File: src/rtl/ifu_prefetch_if.sv
// rtl/ifu_prefetch_if.sv - memory, consumer, redirect and perf signals of the prefetch unit
interface ifu_prefetch_if #(
    parameter int XLEN = 32
);
    logic            mem_req_valid;
    logic            mem_req_ready;
    logic [XLEN-1:0] mem_req_addr;
    logic            mem_rsp_valid;
    logic [31:0]     mem_rsp_data;
    logic            inst_valid;
    logic            inst_ready;
    logic [XLEN-1:0] inst_pc;
    logic [31:0]     inst;
    logic            redirect_valid;
    logic [XLEN-1:0] redirect_pc;
    logic [31:0]     perf_fetch_cnt;
    logic [31:0]     perf_flush_cnt;

    modport master (
        output mem_req_valid, mem_req_addr,
        input  mem_req_ready, mem_rsp_valid, mem_rsp_data,
        output inst_valid, inst_pc, inst,
        input  inst_ready, redirect_valid, redirect_pc,
        output perf_fetch_cnt, perf_flush_cnt
    );

    modport slave (
        input  mem_req_valid, mem_req_addr,
        output mem_req_ready, mem_rsp_valid, mem_rsp_data,
        input  inst_valid, inst_pc, inst,
        output inst_ready, redirect_valid, redirect_pc,
        input  perf_fetch_cnt, perf_flush_cnt
    );
endinterface

File: src/rtl/ifu_prefetch.sv
// rtl/ifu_prefetch.sv - instruction prefetch buffer; IFU_PREFETCH_PERF_EN enables perf counters
module ifu_prefetch #(
    parameter int              XLEN     = 32,
    parameter logic [XLEN-1:0] RESET_PC = 'h8000_0000,
    parameter int              DEPTH    = 4
) (
    input logic          clk,
    input logic          rst,
    ifu_prefetch_if.master bus
);
    localparam int PW = $clog2(DEPTH);
    localparam int CW = PW + 1;

    logic [XLEN-1:0] fetch_pc;
    logic [XLEN-1:0] rsp_pc;
    logic [CW-1:0]   in_flight;
    logic [CW-1:0]   occ;
    logic [CW-1:0]   stale;
    logic [PW-1:0]   wr_ptr;
    logic [PW-1:0]   rd_ptr;
    logic [XLEN-1:0] pc_mem   [DEPTH];
    logic [31:0]     data_mem [DEPTH];

    logic [CW:0]     used;
    logic            req_valid;
    logic            accept;
    logic            rsp_take;
    logic            rsp_drop;
    logic            push;
    logic            pop;
    logic [CW-1:0]   in_flight_next;

    // Requests are only issued when a buffer slot is reserved for the response.
    assign used      = {1'b0, in_flight} + {1'b0, occ};
    assign req_valid = !rst && !bus.redirect_valid && (used < (CW+1)'(DEPTH));
    assign accept    = req_valid && bus.mem_req_ready;

    // A response with nothing outstanding belongs to a request issued before reset.
    assign rsp_take  = bus.mem_rsp_valid && (in_flight != '0);
    assign rsp_drop  = rsp_take && (bus.redirect_valid || (stale != '0));
    assign push      = rsp_take && !rsp_drop;
    assign pop       = (occ != '0) && bus.inst_ready && !bus.redirect_valid;

    assign in_flight_next = in_flight + CW'(accept) - CW'(rsp_take);

    always_ff @(posedge clk) begin
        if (rst) begin
            fetch_pc  <= RESET_PC;
            rsp_pc    <= RESET_PC;
            in_flight <= '0;
            occ       <= '0;
            stale     <= '0;
            wr_ptr    <= '0;
            rd_ptr    <= '0;
        end else begin
            in_flight <= in_flight_next;
            if (bus.redirect_valid) begin
                // Everything still outstanding after this cycle belongs to the old path.
                fetch_pc <= bus.redirect_pc;
                rsp_pc   <= bus.redirect_pc;
                occ      <= '0;
                wr_ptr   <= '0;
                rd_ptr   <= '0;
                stale    <= in_flight_next;
            end else begin
                if (accept) begin
                    fetch_pc <= fetch_pc + XLEN'(4);
                end
                if (push) begin
                    rsp_pc <= rsp_pc + XLEN'(4);
                    wr_ptr <= wr_ptr + PW'(1);
                end
                if (pop) begin
                    rd_ptr <= rd_ptr + PW'(1);
                end
                occ <= occ + CW'(push) - CW'(pop);
                if (rsp_take && (stale != '0)) begin
                    stale <= stale - CW'(1);
                end
            end
        end
    end

    always_ff @(posedge clk) begin
        if (push) begin
            pc_mem[wr_ptr]   <= rsp_pc;
            data_mem[wr_ptr] <= bus.mem_rsp_data;
        end
    end

    assign bus.mem_req_valid = req_valid;
    assign bus.mem_req_addr  = fetch_pc;
    assign bus.inst_valid    = !rst && (occ != '0);
    assign bus.inst_pc       = pc_mem[rd_ptr];
    assign bus.inst          = data_mem[rd_ptr];

`ifdef IFU_PREFETCH_PERF_EN
    logic [31:0] fetch_cnt;
    logic [31:0] flush_cnt;

    always_ff @(posedge clk) begin
        if (rst) begin
            fetch_cnt <= '0;
            flush_cnt <= '0;
        end else begin
            if (accept) begin
                fetch_cnt <= fetch_cnt + 32'd1;
            end
            if (bus.redirect_valid) begin
                flush_cnt <= flush_cnt + 32'd1;
            end
        end
    end

    assign bus.perf_fetch_cnt = fetch_cnt;
    assign bus.perf_flush_cnt = flush_cnt;
`else
    assign bus.perf_fetch_cnt = '0;
    assign bus.perf_flush_cnt = '0;
`endif
endmodule

File: src/flat_wrapper.sv
// flat-port wrapper written by rule: the top's interface ports become plain ports
module ifu_prefetch_flat 
#(
    parameter int              XLEN     = 32,
    parameter logic [XLEN-1:0] RESET_PC = 'h8000_0000,
    parameter int              DEPTH    = 4
)
  (clk, rst, bus_mem_req_valid, bus_mem_req_addr, bus_mem_req_ready, bus_mem_rsp_valid, bus_mem_rsp_data, bus_inst_valid, bus_inst_pc, bus_inst, bus_inst_ready, bus_redirect_valid, bus_redirect_pc, bus_perf_fetch_cnt, bus_perf_flush_cnt);
  ifu_prefetch_if #(.XLEN(XLEN)) bus_i ();
  input logic clk;
  input logic rst;
  output wire logic [$bits(bus_i.mem_req_valid)-1:0] bus_mem_req_valid;
  output wire logic [$bits(bus_i.mem_req_addr)-1:0] bus_mem_req_addr;
  input wire logic [$bits(bus_i.mem_req_ready)-1:0] bus_mem_req_ready;
  input wire logic [$bits(bus_i.mem_rsp_valid)-1:0] bus_mem_rsp_valid;
  input wire logic [$bits(bus_i.mem_rsp_data)-1:0] bus_mem_rsp_data;
  output wire logic [$bits(bus_i.inst_valid)-1:0] bus_inst_valid;
  output wire logic [$bits(bus_i.inst_pc)-1:0] bus_inst_pc;
  output wire logic [$bits(bus_i.inst)-1:0] bus_inst;
  input wire logic [$bits(bus_i.inst_ready)-1:0] bus_inst_ready;
  input wire logic [$bits(bus_i.redirect_valid)-1:0] bus_redirect_valid;
  input wire logic [$bits(bus_i.redirect_pc)-1:0] bus_redirect_pc;
  output wire logic [$bits(bus_i.perf_fetch_cnt)-1:0] bus_perf_fetch_cnt;
  output wire logic [$bits(bus_i.perf_flush_cnt)-1:0] bus_perf_flush_cnt;
  assign bus_mem_req_valid = bus_i.mem_req_valid;
  assign bus_mem_req_addr = bus_i.mem_req_addr;
  assign bus_i.mem_req_ready = bus_mem_req_ready;
  assign bus_i.mem_rsp_valid = bus_mem_rsp_valid;
  assign bus_i.mem_rsp_data = bus_mem_rsp_data;
  assign bus_inst_valid = bus_i.inst_valid;
  assign bus_inst_pc = bus_i.inst_pc;
  assign bus_inst = bus_i.inst;
  assign bus_i.inst_ready = bus_inst_ready;
  assign bus_i.redirect_valid = bus_redirect_valid;
  assign bus_i.redirect_pc = bus_redirect_pc;
  assign bus_perf_fetch_cnt = bus_i.perf_fetch_cnt;
  assign bus_perf_flush_cnt = bus_i.perf_flush_cnt;
  ifu_prefetch #(.XLEN(XLEN), .RESET_PC(RESET_PC), .DEPTH(DEPTH)) u_core (.clk(clk), .rst(rst), .bus(bus_i));
endmodule
File: config.mk
export PLATFORM = sky130hd
export DESIGN_NAME = ifu_prefetch_flat
export DESIGN_NICKNAME = d
export VERILOG_FILES = /design/src/rtl/ifu_prefetch_if.sv /design/src/rtl/ifu_prefetch.sv /design/src/flat_wrapper.sv
export SDC_FILE = /design/constraint.sdc
export NUM_CORES = 1
export LEC_CHECK = 0
export BUFFER_PORTS_ARGS = -buffer_cell sky130_fd_sc_hd__buf_2
export CAP_MARGIN = 20
export CORE_ASPECT_RATIO = 1.2
export CORE_UTILIZATION = 45
export DETAILED_ROUTE_END_ITERATION = 7
export MAX_ROUTING_LAYER = met4
export PLACE_DENSITY = 0.66
export RECOVER_POWER = 50
export SETUP_SLACK_MARGIN = 0.05
export SLEW_MARGIN = 10
export SYNTH_ARGS = -nofsm -noshare
export SYNTH_HDL_FRONTEND = slang
export SYNTH_SLANG_ARGS = --single-unit
File: constraint.sdc
create_clock -name clk -period 5.8 [get_ports clk]
set_clock_uncertainty 0.2 [all_clocks]
set_input_delay 0.29 -clock clk [delete_from_list [all_inputs] [get_ports clk]]
set_output_delay 0.29 -clock clk [all_outputs]
set_load 0.02 [all_outputs]
* Word-level counts from Yosys, hierarchy flattened
Memory sizes are Yosys's and may differ from the RTL's. A register that Yosys moved wholly into a read port is not among the register bits.
Cells that the tools add are included.
** Cells by class
- Reductions and logical operators :: 21
- Add/sub/neg operators :: 10
- Order comparisons :: 1
- Muxes and demuxes :: 12
** Operators by type and width (count)
- two-way mux 32 bit :: 4
- adder 32 x 3 -> 32 bit (second input constant) :: 2
- logical AND 1 bit :: 10
- nonzero test 3 bit :: 3
- two-way mux 2 bit :: 4
- adder 3 x 1 -> 3 bit :: 2
- two-way mux 3 bit :: 2
- nonzero test 2 bit :: 3
- subtractor 3 x 1 -> 3 bit :: 2
- adder 2 x 1 -> 2 bit (second input constant) :: 2
- adder 3 x 3 -> 4 bit :: 1
- < comparator 4 x 3 -> 1 bit (second input constant) :: 1
- zero test 1 bit :: 3
- subtractor 3 x 1 -> 3 bit (second input constant) :: 1
- two-way mux 1 bit :: 2
- OR reduction 2 bit :: 1
- logical OR 1 bit :: 1
** Storage, ports and cells
- Memory bits (writable) :: 256
- Logic and storage cells :: 53
- Input bits :: 70
- Memories :: 2
- Register bits after elaboration :: 77
- Output and inout port bits :: 162
** Memories
- u_core.data_mem :: words 4, width 32, rd ports 1, clocked after memory_dff 1, write ports 1, line ifu_prefetch.sv:22 : logic [31:0] data_mem [DEPTH];
- u_core.pc_mem :: words 4, width 32, rd ports 1, clocked after memory_dff 1, write ports 1, line ifu_prefetch.sv:21 : logic [XLEN-1:0] pc_mem [DEPTH];

* Depth between registers and ports, before layout
- Depth after elaboration :: 7
- Mapped depth :: 10
- Mapped depth without buffers :: 9

* Worst setup path after synthesis
No wires, ideal clock.
- Path type :: register -> register
- Start :: register u_core.stale[0]
- End :: memory u_core.data_mem[0][0] (enable)
- Buffers on the path :: 0
- Required time :: 5.171 ns
- Setup time :: 0.429 ns
- Stages on the path, launching flop included :: 6
- Clock period less this slack :: 3.298 ns
- Arrival :: 2.669 ns
- Path slack :: 2.502 ns
- Path through :: dfxtp_1 > inv_1 > ha_1 > nand3b_4 > nor3_2 > and2_1
** On the way
- Longest elaborated chain between the ends :: 7
** Ends and longest elaborated chain
- start: declaration :: line ifu_prefetch.sv:18 : logic [CW-1:0] stale;
- start signal: assignment :: line ifu_prefetch.sv:64 : stale <= in_flight_next;
- start signal: assignment :: line ifu_prefetch.sv:78 : stale <= stale - CW'(1);
- nonzero test 3 bit :: line ifu_prefetch.sv:40 : assign rsp_drop = rsp_take && (bus.redirect_valid || (stale != '0));
- logical OR 1 bit :: line ifu_prefetch.sv:40
- logical AND 1 bit :: line ifu_prefetch.sv:40
- zero test 1 bit :: line ifu_prefetch.sv:41 : assign push = rsp_take && !rsp_drop;
- logical AND 1 bit :: line ifu_prefetch.sv:41
- via u_core.push :: line ifu_prefetch.sv:29 : logic push;
- two-way mux 1 bit :: line ifu_prefetch.sv:85 : if (push) begin
- two-way mux 1 bit (implied by the code) :: line ifu_prefetch.sv:87 : data_mem[wr_ptr] <= bus.mem_rsp_data;
- end: declaration :: line ifu_prefetch.sv:22
The timed path passes the listed nets, and every way through them passes these cells.

* Worst setup path in the final report
- Start :: input bus_redirect_valid
- End :: register u_core.stale[2]
** On the way
- Longest elaborated chain between the ends :: 7
- Elaborated cells between the ends (all ways) :: 8
- Classes of those cells :: 2 x add/sub; 1 x mux; 5 x reduce/logical
** Ends and longest elaborated chain
- start: declaration :: line flat_wrapper.sv:21 : input wire logic [$bits(bus_i.redirect_valid)-1:0] bus_redirect_valid;
- zero test 1 bit :: line ifu_prefetch.sv:35 : assign req_valid = !rst && !bus.redirect_valid && (used < (CW+1)'(DEPTH));
- logical AND 1 bit (2 in a row) :: line ifu_prefetch.sv:35
- logical AND 1 bit :: line ifu_prefetch.sv:36 : assign accept = req_valid && bus.mem_req_ready;
- adder 3 x 1 -> 3 bit :: line ifu_prefetch.sv:44 : assign in_flight_next = in_flight + CW'(accept) - CW'(rsp_take);
- subtractor 3 x 1 -> 3 bit :: line ifu_prefetch.sv:44
- two-way mux 3 bit :: line ifu_prefetch.sv:57 : if (bus.redirect_valid) begin
Several ways; a longest one is shown, not always the timed one.
A chain may end at the register's enable or synchronous reset.

==> reports/results.ini <==
[timing]
fin_setup_tns_ns = 0
min_period_over_period_pct = 70.6
fmax_mhz = 244
fin_crit_ns = 4.09
worst_pin_slew_ns = 2.26
slew_viol_final = 98
rsz0062_at_grt = false
relSlewSlack_pct = -50.6
setup_viol = 0
hold_violations = 0

[clocking]
cts_root_buf = clkbuf_16
htree_levels = 2
ctsHoldBuffers = 64
cts_resized = 0
tritoncts = built
clk_latency_ns = 0.50
cts_buffers = 34
cts_sinks = 335
clkTransAtPathRegs_ns = 0.06
clockBufferDepth = 3
postCtsSetupBuffers = 0

[route]
ant_nets = 0
detail_route.first_pass.iterations = 5
drt_iter0_drc = 531
vias = 8373
wl_um = 28800
met1_length_um = 12200
remaining_drc_errors = 0
met3_length_um = 1680
top_layer_used = met4
route.met2.wl_um = 14500
wire_per_inst_um = 18.2
avgViaCountPerCell = 5.29

[power_and_ir_drop]
p_leak_nw = 5.65
peakVddDrop_mv = 0.223
cellPowerDensity_nw_per_um2 = 328

[die]
fp.dieH_um = 195
core_um2 = 30600
start_util_pct = 45.9
row_count = 70
ioPinCount = 232
die_x_um = 163
design.die.area_um2 = 31900

[logic_synthesis]
synthDistinctLibCells = 57
async_reset_ff_share_pct = 0
synthCells = 927
syn_area_per_cell_um2 = 15.1
synth_area_um2 = 14000
synth-warning-count = 0
synth_ff_type = edfxtp_1
seq_area_frac_synth_pct = 66.1
synth_edf_count = 256
synth_seq_cells = 335

[critical_path]
critPathMaxFanout = 45
critPathRequiredTime_ns = 5.89
worstSetupEndpointType = register
rr_startpoint = u_core.stale[0]
crit_type = input port to register
critPathLaunch = bus_redirect_valid
startpoint_type = input port
cp.arrival_ns = 4.18

[placement]
gp_congestion = 0.869
dp_hpwl_um = 18300
port_buffers = 167

[min_path]
hold_path_class = input port to register
holdCritStartpoint = bus_inst_ready

[cells_and_area]
n_antenna_cell = 0
drive_gt1_share_pct = 20.3
syn_to_final_growth_pct = 18.3
final_util_pct = 54.3
fin_nets = 1251

[flow_run]
max_cap_viol_count = 2

[outcome]
status = complete, but fails checks
violations = capacitance limit, slew limit

[global_route]
grt.total_usage_pct = 18.8
grt_pass1_wl_um = 45000
grt_max_degree = 63
grt_pass1_vias = 8166
overflow = 0
antenna_found_initial = 0

-- synth_stat cells, types with 6 or more instances --
cell type / number / area share [%]
and3_1: 8 / 0.36
buf_4: 64 / 3.4
mux4_2: 64 / 10
or3_1: 7 / 0.31
o21ai_0: 21 / 0.75
ha_1: 14 / 1.2
xor2_1: 28 / 1.7
nor4_1: 6 / 0.27
nor3_1: 9 / 0.32
a211oi_1: 13 / 0.70
dfxtp_1: 79 / 11
a21boi_0: 6 / 0.32
nand2_1: 56 / 1.5
clkbuf_1: 23 / 0.62
nor2_1: 41 / 1.1
a31oi_1: 21 / 0.94
buf_2: 12 / 0.43
xnor2_1: 12 / 0.75
inv_1: 25 / 0.67
and2_1: 11 / 0.49
nand3_1: 23 / 0.82
a21oi_1: 33 / 1.2
nand4_1: 30 / 1.3
edfxtp_1: 256 / 55
-- area by class of cell --
type / instances / area [um^2]
clock inverters: 16 / 118
multi-input cells: 524 / 4210
clock buffers: 43 / 916
fillers: 2511 / 14000
flip-flops and latches: 335 / 9270
repair buffers: 243 / 1480
well taps: 396 / 495
inverters: 27 / 101
-- layout by cell type (no fill, tap or decap), types with 12 or more instances in the layout --
master,count
xnor2_1,12
clkbuf_16,35
xor2_1,28
buf_2,102
a21oi_1,33
nor2_1,41
a211oi_1,13
nand2_1,56
dfxtp_1,77
nand4_1,31
inv_1,25
mux4_2,64
o21ai_0,21
dlygate4sd3_1,64
ha_1,14
nand3_1,23
a31oi_1,21
clkbuf_1,74
edfxtp_1,256
conb_1,64
-- per-stage QoR --
step	power [mW]	setup WS, ns	std cells	instance area [um^2]	hold slack (ns)
after floorplan	3.28	2.50	990	14300	0.189
after global placement	3.45	2.36	1460	15000	0.245
after detailed placement	3.46	2.26	1460	15000	0.251
after CTS	5.52	2.36	1583	16700	0.114
after global routing	5.67	1.39	1584	16600	0.128
final	5.45	1.71	1584	16600	0.117
-- critical path, stage by stage --
cell,delay [ns]
buf_2,0.07
clkbuf_1,1.49
a311oi_2,0.09
nand3_2,0.17
buf_4,0.30
clkinv_1,0.52
ha_1,0.41
fa_1,0.39
xnor2_1,0.18
xnor2_1,0.16
a211oi_1,0.09
-- registers in the layout, summed over array words and instances, names as in the netlist, named ones only --
signal	count
u_core.data_mem	128
u_core.pc_mem	128
u_core.bus.mem_req_addr	32
u_core.rsp_pc	32
u_core.in_flight	3
u_core.occ	3
u_core.stale	3
u_core.rd_ptr	2
u_core.wr_ptr	2
-- worst paths after layout --
check	to	slack, ns	cells after the start
min	u_core.rd_ptr[0]	0.12	4
max reg2reg	u_core.pc_mem[0][26]	2.16	6
min reg2reg	u_core.bus.mem_req_addr[0]	0.27	2
max	u_core.stale[2]	1.71	11
-- routing by layer --
| metal | global-route usage [%] | vias to the layer above |
|---|---|---|
| li1 | - | 3904 |
| met1 | 24.4 | 4113 |
| met5 | - | - |
| met3 | 2.91 | 39 |
| met2 | 30.9 | 317 |
| met4 | 4.64 | 0 |
-- cells by family (layout without fill, tap and decap cells) --
logic type      Yosys count  after routing  synth area share [%]
flops                   335            335                  66.1
buf+inv                 131            329                  5.43
xor+xnor                 41             41                  2.61
fa+ha+maj                16             16                  1.53
compound gates          116            116                  5.18
simple gates            216            216                  8.29
other cells               1             64                0.0267
mux                      71             71                  10.8
-- where the power goes --
part | total (mW) | internal (mW) | switching (mW)
logic | 0.635 | 0.246 | 0.390
registers | 2.79 | 2.71 | 0.0875
clock network | 2.02 | 1.16 | 0.854
(Power assumes the default switching activity.)
